### src/rtl/uart_cmd_pkg.sv
// uart_cmd_pkg
//   Shared definitions for the UART command master and its peers:
//   FSM state encoding, default response terminator, and the cmd_parser
//   opcode set. Files using it do `import uart_cmd_pkg::*`.
package uart_cmd_pkg;

    // Command master FSM encoding. Plain constants so older blocks that
    // decode the raw state vector keep working.
    localparam logic [2:0] ST_IDLE    = 3'd0;
    localparam logic [2:0] ST_TX_WAIT = 3'd1;
    localparam logic [2:0] ST_TX_SEND = 3'd2;
    localparam logic [2:0] ST_TX_GAP  = 3'd3;
    localparam logic [2:0] ST_RX      = 3'd4;
    localparam logic [2:0] ST_FINISH  = 3'd5;

    localparam logic [7:0] DEFAULT_TERM_BYTE = 8'h01;

    // cmd_parser opcodes
    typedef enum logic [7:0] {
        CMD_TEST = 8'h04
    } cmd_opcode_e;

    // One command byte as held between acceptance and transmission
    typedef struct packed {
        logic [7:0] data;
        logic       last;
    } cmd_byte_t;

endpackage

### src/rtl/timeout_counter.sv
// timeout_counter
//   Idle-cycle counter for the response phase. Counts enabled cycles since
//   the last clear and flags when TIMEOUT_CYCLES has been reached; it then
//   holds there until cleared.
// Ports:
//   clk      system clock
//   reset    async active-low reset
//   clear    synchronous clear (wins over enable)
//   enable   count this cycle
//   expired  count == TIMEOUT_CYCLES
module timeout_counter #(
    parameter int TIMEOUT_CYCLES = 100_000
) (
    input  logic clk,
    input  logic reset,
    input  logic clear,
    input  logic enable,
    output logic expired
);

    localparam int TW = $clog2(TIMEOUT_CYCLES + 1);

    logic [TW-1:0] count;

    assign expired = (count == TW'(TIMEOUT_CYCLES));

    always_ff @(posedge clk or negedge reset) begin
        if (!reset)
            count <= '0;
        else if (clear)
            count <= '0;
        else if (enable && !expired)
            count <= count + 1'b1;
    end

endmodule

### src/rtl/uart_cmd_master.sv
// uart_cmd_master
//   Sends a command byte stream to a UART transmitter, then collects the
//   response from a UART receiver. The response ends on TERM_BYTE (MODE 0)
//   or after RESP_LEN bytes (MODE 1); MAX_RESP bytes without an end flags
//   overflow, and TIMEOUT_CYCLES idle cycles flag a timeout.
// Ports:
//   clk, reset                       clock, async active-low reset
//   in_valid/in_data/in_last/in_ready command byte stream in
//   tx_start/tx_data/tx_busy         async_transmitter handshake
//   rx_ready/rx_data                 async_receiver strobe + byte
//   out_valid/out_data/out_last      response byte stream (no backpressure)
//   busy, done                       transaction in progress / end pulse
//   err_timeout, err_overflow        sticky until the next command
//   resp_count                       bytes received in last transaction
module uart_cmd_master
    import uart_cmd_pkg::*;
#(
    parameter logic [7:0] TERM_BYTE      = DEFAULT_TERM_BYTE,
    parameter int         RESP_LEN       = 16,
    parameter int         MAX_RESP       = 64,
    parameter int         TIMEOUT_CYCLES = 100_000,
    parameter int         MODE           = 0,
    localparam int        CW             = $clog2(MAX_RESP + 1)
) (
    input  logic          clk,
    input  logic          reset,
    input  logic          in_valid,
    input  logic [7:0]    in_data,
    input  logic          in_last,
    output logic          in_ready,
    output logic          tx_start,
    output logic [7:0]    tx_data,
    input  logic          tx_busy,
    input  logic          rx_ready,
    input  logic [7:0]    rx_data,
    output logic          out_valid,
    output logic [7:0]    out_data,
    output logic          out_last,
    output logic          busy,
    output logic          done,
    output logic          err_timeout,
    output logic          err_overflow,
    output logic [CW-1:0] resp_count
);

    logic [2:0]    state;
    cmd_byte_t     cmd;
    logic          have_byte;   // a command byte is latched and not yet sent
    logic          expired;
    logic [CW-1:0] resp_next;
    logic          end_hit;
    logic          max_hit;

    // The latched byte is presented straight to the transmitter; it only
    // samples tx_data on tx_start.
    assign tx_data  = cmd.data;
    assign tx_start = (state == ST_TX_SEND);
    assign busy     = (state != ST_IDLE);
    assign done     = (state == ST_FINISH);
    assign in_ready = (state == ST_IDLE) || (state == ST_TX_WAIT && !have_byte);

    assign resp_next = resp_count + 1'b1;
    assign end_hit   = ((MODE == 0) && (rx_data == TERM_BYTE)) ||
                       ((MODE == 1) && (resp_next == CW'(RESP_LEN)));
    assign max_hit   = (resp_next == CW'(MAX_RESP));

    // Held at zero outside RX so it starts fresh on entry; a received byte
    // restarts it, and that same byte takes priority over expiry below.
    timeout_counter #(
        .TIMEOUT_CYCLES (TIMEOUT_CYCLES)
    ) u_timeout (
        .clk     (clk),
        .reset   (reset),
        .clear   ((state != ST_RX) || rx_ready),
        .enable  (state == ST_RX),
        .expired (expired)
    );

    always_ff @(posedge clk or negedge reset) begin
        if (!reset) begin
            state        <= ST_IDLE;
            cmd          <= '0;
            have_byte    <= 1'b0;
            out_valid    <= 1'b0;
            out_data     <= '0;
            out_last     <= 1'b0;
            err_timeout  <= 1'b0;
            err_overflow <= 1'b0;
            resp_count   <= '0;
        end else begin
            out_valid <= 1'b0;
            out_last  <= 1'b0;
            case (state)
                ST_IDLE: begin
                    if (in_valid) begin
                        cmd          <= '{data: in_data, last: in_last};
                        have_byte    <= 1'b1;
                        err_timeout  <= 1'b0;
                        err_overflow <= 1'b0;
                        resp_count   <= '0;
                        state        <= ST_TX_WAIT;
                    end
                end
                ST_TX_WAIT: begin
                    if (!have_byte) begin
                        if (in_valid) begin
                            cmd       <= '{data: in_data, last: in_last};
                            have_byte <= 1'b1;
                        end
                    end else if (!tx_busy) begin
                        state <= ST_TX_SEND;
                    end
                end
                ST_TX_SEND: begin
                    have_byte <= 1'b0;
                    state     <= ST_TX_GAP;
                end
                // One spare cycle lets the transmitter raise tx_busy before
                // TX_WAIT looks at it again.
                ST_TX_GAP: begin
                    state <= cmd.last ? ST_RX : ST_TX_WAIT;
                end
                ST_RX: begin
                    if (rx_ready) begin
                        out_valid  <= 1'b1;
                        out_data   <= rx_data;
                        resp_count <= resp_next;
                        if (end_hit) begin
                            out_last <= 1'b1;
                            state    <= ST_FINISH;
                        end else if (max_hit) begin
                            out_last     <= 1'b1;
                            err_overflow <= 1'b1;
                            state        <= ST_FINISH;
                        end
                    end else if (expired) begin
                        err_timeout <= 1'b1;
                        state       <= ST_FINISH;
                    end
                end
                ST_FINISH: state <= ST_IDLE;
                default:   state <= ST_IDLE;
            endcase
        end
    end

endmodule

### config.mk
export PLATFORM = sky130hd
export DESIGN_NAME = uart_cmd_master
export DESIGN_NICKNAME = d
export VERILOG_FILES = /design/src/rtl/uart_cmd_pkg.sv /design/src/rtl/timeout_counter.sv /design/src/rtl/uart_cmd_master.sv
export SDC_FILE = /design/constraint.sdc
export NUM_CORES = 1
export LEC_CHECK = 0
export ABC_AREA = 1
export BUFFER_PORTS_ARGS = -buffer_cell sky130_fd_sc_hd__clkbuf_2
export CORE_ASPECT_RATIO = 0.5
export CORE_MARGIN = 2
export CORE_UTILIZATION = 50
export DETAILED_ROUTE_END_ITERATION = 10
export GPL_ROUTABILITY_DRIVEN = 0
export PLACE_DENSITY = 0.74
export SYNTH_ARGS = -nofsm -noshare
export SYNTH_HDL_FRONTEND = slang
export SYNTH_SLANG_ARGS = --single-unit
### constraint.sdc
create_clock -name clk -period 1.9 [get_ports clk]
set_input_delay 0.38 -clock clk [delete_from_list [all_inputs] [get_ports clk]]
set_output_delay 0.38 -clock clk [all_outputs]
set_load 0.05 [all_outputs]
==> impl.org <==
** Yosys
- For this run, the register share of the synthesized area comes to 0.486.
- For this run, the leading register cell type out of synthesis is dfrtp_1.
- When the netlist entered floorplanning its net count stood at 319.
- Asr flop ratio synth :: 1.00
- In this run, distinct cell masters in the synthesized netlist total 30.
- Each instance of the synthesized netlist takes up on average 8.58 sq um.
- Of the post-synthesis cell area, the dominant cell type holds 0.486.
- Yosys synthesis warning count :: 0
- The synthesized design contains 0 enable-type register cells.
- In this run, synthesis produced a sequential element count of 49.
- By area the synthesized netlist is led by dfrtp_1, nand2_1, mux2_4.
- Summed over all instances, the cell type with the most area after synthesis is dfrtp_1.
- Number of cells produced by synthesis :: 294
- Post-synth design cell area :: 0.00252 sq mm

** Die
- In this run the standard cell core region covers 0.00489 sq mm.
- Die W :: 104 um
- Starting Density :: 0.516
- After floorplanning, the core was divided into 18 placement rows.
- For this design the top-level I/O count stands at 53.
- The floorplan step defined a die boundary enclosing 0.00566 sq mm.
- Height of the die :: 54.2 um

** Clock tree
- H-tree levels :: 2
- Maximum root-to-sink buffer count :: 2
- Clock tree synthesis inserted a total of 5 buffers.
- The tree is rooted in a clkbuf_8.
- Clock insertion delay at the later pin of the skew report :: 0.31 ns
- After clock tree synthesis, the flow added hold-fix buffers numbering 0.
- After clock tree synthesis, the clock-pin slew on the worst setup and hold paths is 0.09 ns.
- The clock drives 49 sinks.
- Clock tree from TritonCTS :: built
- Post-CTS setup repair buffer count :: 0

** Route
- First-iteration detailed-routing DRC count :: 82
- Number of iterations in the first detailed-routing pass :: 4
- Post-route DRC :: 0
- DRT antenna net count :: 0
- Detailed Route WL :: 4770 um
- Via density per instance :: 4.91
- After detailed routing, the average wire length per cell comes to 11.5 um.
- For this block, the via count after detailed routing is 2043.

** Run
- Max-cap violations in this run came to 0.

** Global routing
- The first global-routing pass estimated 8200 um of wire.
- Number of global-route vias before repair :: 1879
- Remaining global-route overflow :: 0
- All-layer global routing usage :: 0.182
- The number of antenna violations at the first check in global routing is 0.
- Entering global routing, the biggest net connects 50 pins.

** Finish
- The area growth from synthesis to layout is 17.6%.
- Summing all non-filler instances in the final layout gives an area of 0.00297 sq mm.
- Leading cell type in the layout, fill and taps excluded :: nand2_1
- Ratio of cells with drive above 1 in the final layout :: 0.289
- Share of the core filled with cells :: 0.607
- For this run, the number of standard cells in the final layout without fillers is 416.
- The library cells used most frequently in the layout, excluding fill and tap cells, are nand2_1, clkbuf_2, dfrtp_1.
- The net count of the finished layout is 370.
- Final antenna diode count :: 0

** STA
- The number of slew-limit violations in the final report came to 0.
- Final worst-path cycle share :: 0.941
- Setup TNS :: 0 ns
- Hold violation total from the final report :: 0
- Timing would allow up to 559 MHz.
- Setup repair after global routing left no endpoint under its margin.
- In this run the tightest slew margin relative to its limit is 0.792.
- Setup violations remaining at the end of the flow were counted as 0.
- At the pin with the least slew margin, the transition time is 0.311 ns.
- Clock tree skew after final layout :: 0.0104 ns
- The smallest clock period supported by the final layout is computed as 1.79 ns.

** Pwr
- In this run the power density over the cells is 1400 mW/mm^2.
- Switching power share of the total :: 0.449
- Of the total power, the clock network draws 0.186.
- VDD sags by at most 1.01 mV.
- Cell internal power was estimated by the tool at 2280 uW.
- NetSw :: 1860 uW
- In this run the static leakage power is 0.00147 uW.
- Of the total power, registers draw 0.349.
- The share of total power dissipated in combinational logic is 0.465.

** Critical path
- Along the worst path, the maximum fanout reaches 6.
- Data on the critical path is required at its endpoint by 1.52 ns.
- The worst register-to-register path has a setup slack of 0.29 ns.
- The critical path goes through nor2_1 -> inv_2 -> nor2_4 -> inv_2 -> nand2_4 -> buf_6.
- In this run the critical register-to-register path is captured at resp_count[2].
- Count of cells along the worst register-to-register path :: 8
- The slowest stage of the critical path belongs to the cell dfrtp_2.
- Most used cell along the critical path :: inv_2
- Data on the critical path arrives at its endpoint at 1.41 ns.
- The worst setup path is launched from a flip-flop.
- Worst flop-to-flop path startpoint :: state[1]
- Start point of the critical path :: state[1]
- Critical path capture point type :: output port
- Worst Setup Path Type :: flip-flop to output port
- In this design, the stage delay of the slowest critical-path cell is 0.47 ns.

** Placement
- The HPWL after detailed placement is 3640 um.
- Summing all placed instances gives a cell area of 0.00283 sq mm.
- Counting tap cells, the placed design contains a total of 408 instances.
- Port buffer count :: 52

** Run status
- The run finished with clean final reports.

** Worst hold path
- Path class of the lowest-slack min-delay path :: input pin to asynchronous set/reset pin
-- flip-flops by register name (all words and copies together) (netlist names) --
signal,count
err_timeout,1
out_valid,1
have_byte,1
state,3
out_last,1
u_timeout.count,17
resp_count,7
out_data,8
err_overflow,1
cmd,1
tx_data,8
-- metal layers --
| layer | global-route usage | share of wire | up-vias |
|---|---|---|---|
| met1 | 0.235 | 0.46 | 965 |
| li1 | - | - | 1030 |
| met3 | 0.0381 | 0.044 | 5 |
| met4 | 0.0608 | 0.0097 | 0 |
| met2 | 0.320 | 0.48 | 43 |
| met5 | 0 | 0 | - |
-- power by group through the flow --
stage	registers [uW]	logic, uW	clock network (uW)
detailed placement	1460	1910	0
finish	1450	1930	770
global placement	1450	1870	0
global route	1490	2060	827
CTS	1450	1930	791
floorplan	1720	1350	0
-- worst max-delay path, delay by kind of cell, from the launching register on --
kind	cells	cell delay, ns
and+or+nand+nor	3	0.33
DFF	1	0.47
buffers and inverters	3	0.30
-- synth_stat cells (5+ instances only) --
cell type  number
dfrtp_1        49
nand4_1         7
buf_4           9
mux2_4          9
o21ai_0         5
inv_2           9
nand2_1        66
a21oi_1        14
nand3_1        12
nor2_1         28
o21ai_1        15
inv_1          35
-- kinds of logic after synthesis --
| group | Yosys count | synth area share |
|---|---|---|
| AND/OR/NAND/NOR | 134 | 0.253 |
| buffers and inverters | 56 | 0.0978 |
| flip-flops | 49 | 0.486 |
| AO/OA/AOI/OAI | 40 | 0.0844 |
| multiplexers | 9 | 0.0536 |
| XOR/XNOR | 3 | 0.0104 |
| adder cells (fa/ha/maj) | 3 | 0.0149 |
-- repair_timing --
action | CTS | global route
setup endpoints to repair | 1 | 1
resized for setup | 2 | 3
pin swaps | 0 | 0
-- cell type report --
| class | instances | area (sq um) |
|---|---|---|
| Clock buffer | 6 | 82.6 |
| Clock inverter | 2 | 37.5 |
| Fill cell | 420 | 1920 |
| Inverter | 45 | 169 |
| Multi-Input combinational cell | 189 | 1060 |
| Sequential cell | 49 | 1230 |
| Tap cell | 70 | 87.6 |
| Timing Repair Buffer | 55 | 302 |
-- worst max path at each step --
| stage | slack [ns] | depth (start not counted) | endpoint |
|---|---|---|---|
| after floorplan | 0.17 | 10 | state[0] |
| after global placement | 0.36 | 4 | in_ready |
| after detailed placement | 0.29 | 4 | in_ready |
| after CTS | 0.02 | 6 | in_ready |
| after global routing | 0.02 | 6 | in_ready |
| final | 0.11 | 6 | in_ready |
-- per-stage QoR --
| stage | total power [uW] | hold slack (ns) | setup WS (ns) |
|---|---|---|---|
| final | 4150 | 0.0490 | 0.112 |
| after global routing | 4370 | 0.0873 | 0.0237 |
| after CTS | 4170 | 0.0588 | 0.0174 |
| after detailed placement | 3360 | 0.388 | 0.289 |
| after global placement | 3320 | 0.389 | 0.358 |
| after floorplan | 3070 | 0.0844 | 0.171 |
Power figures use the tool's default switching activity.
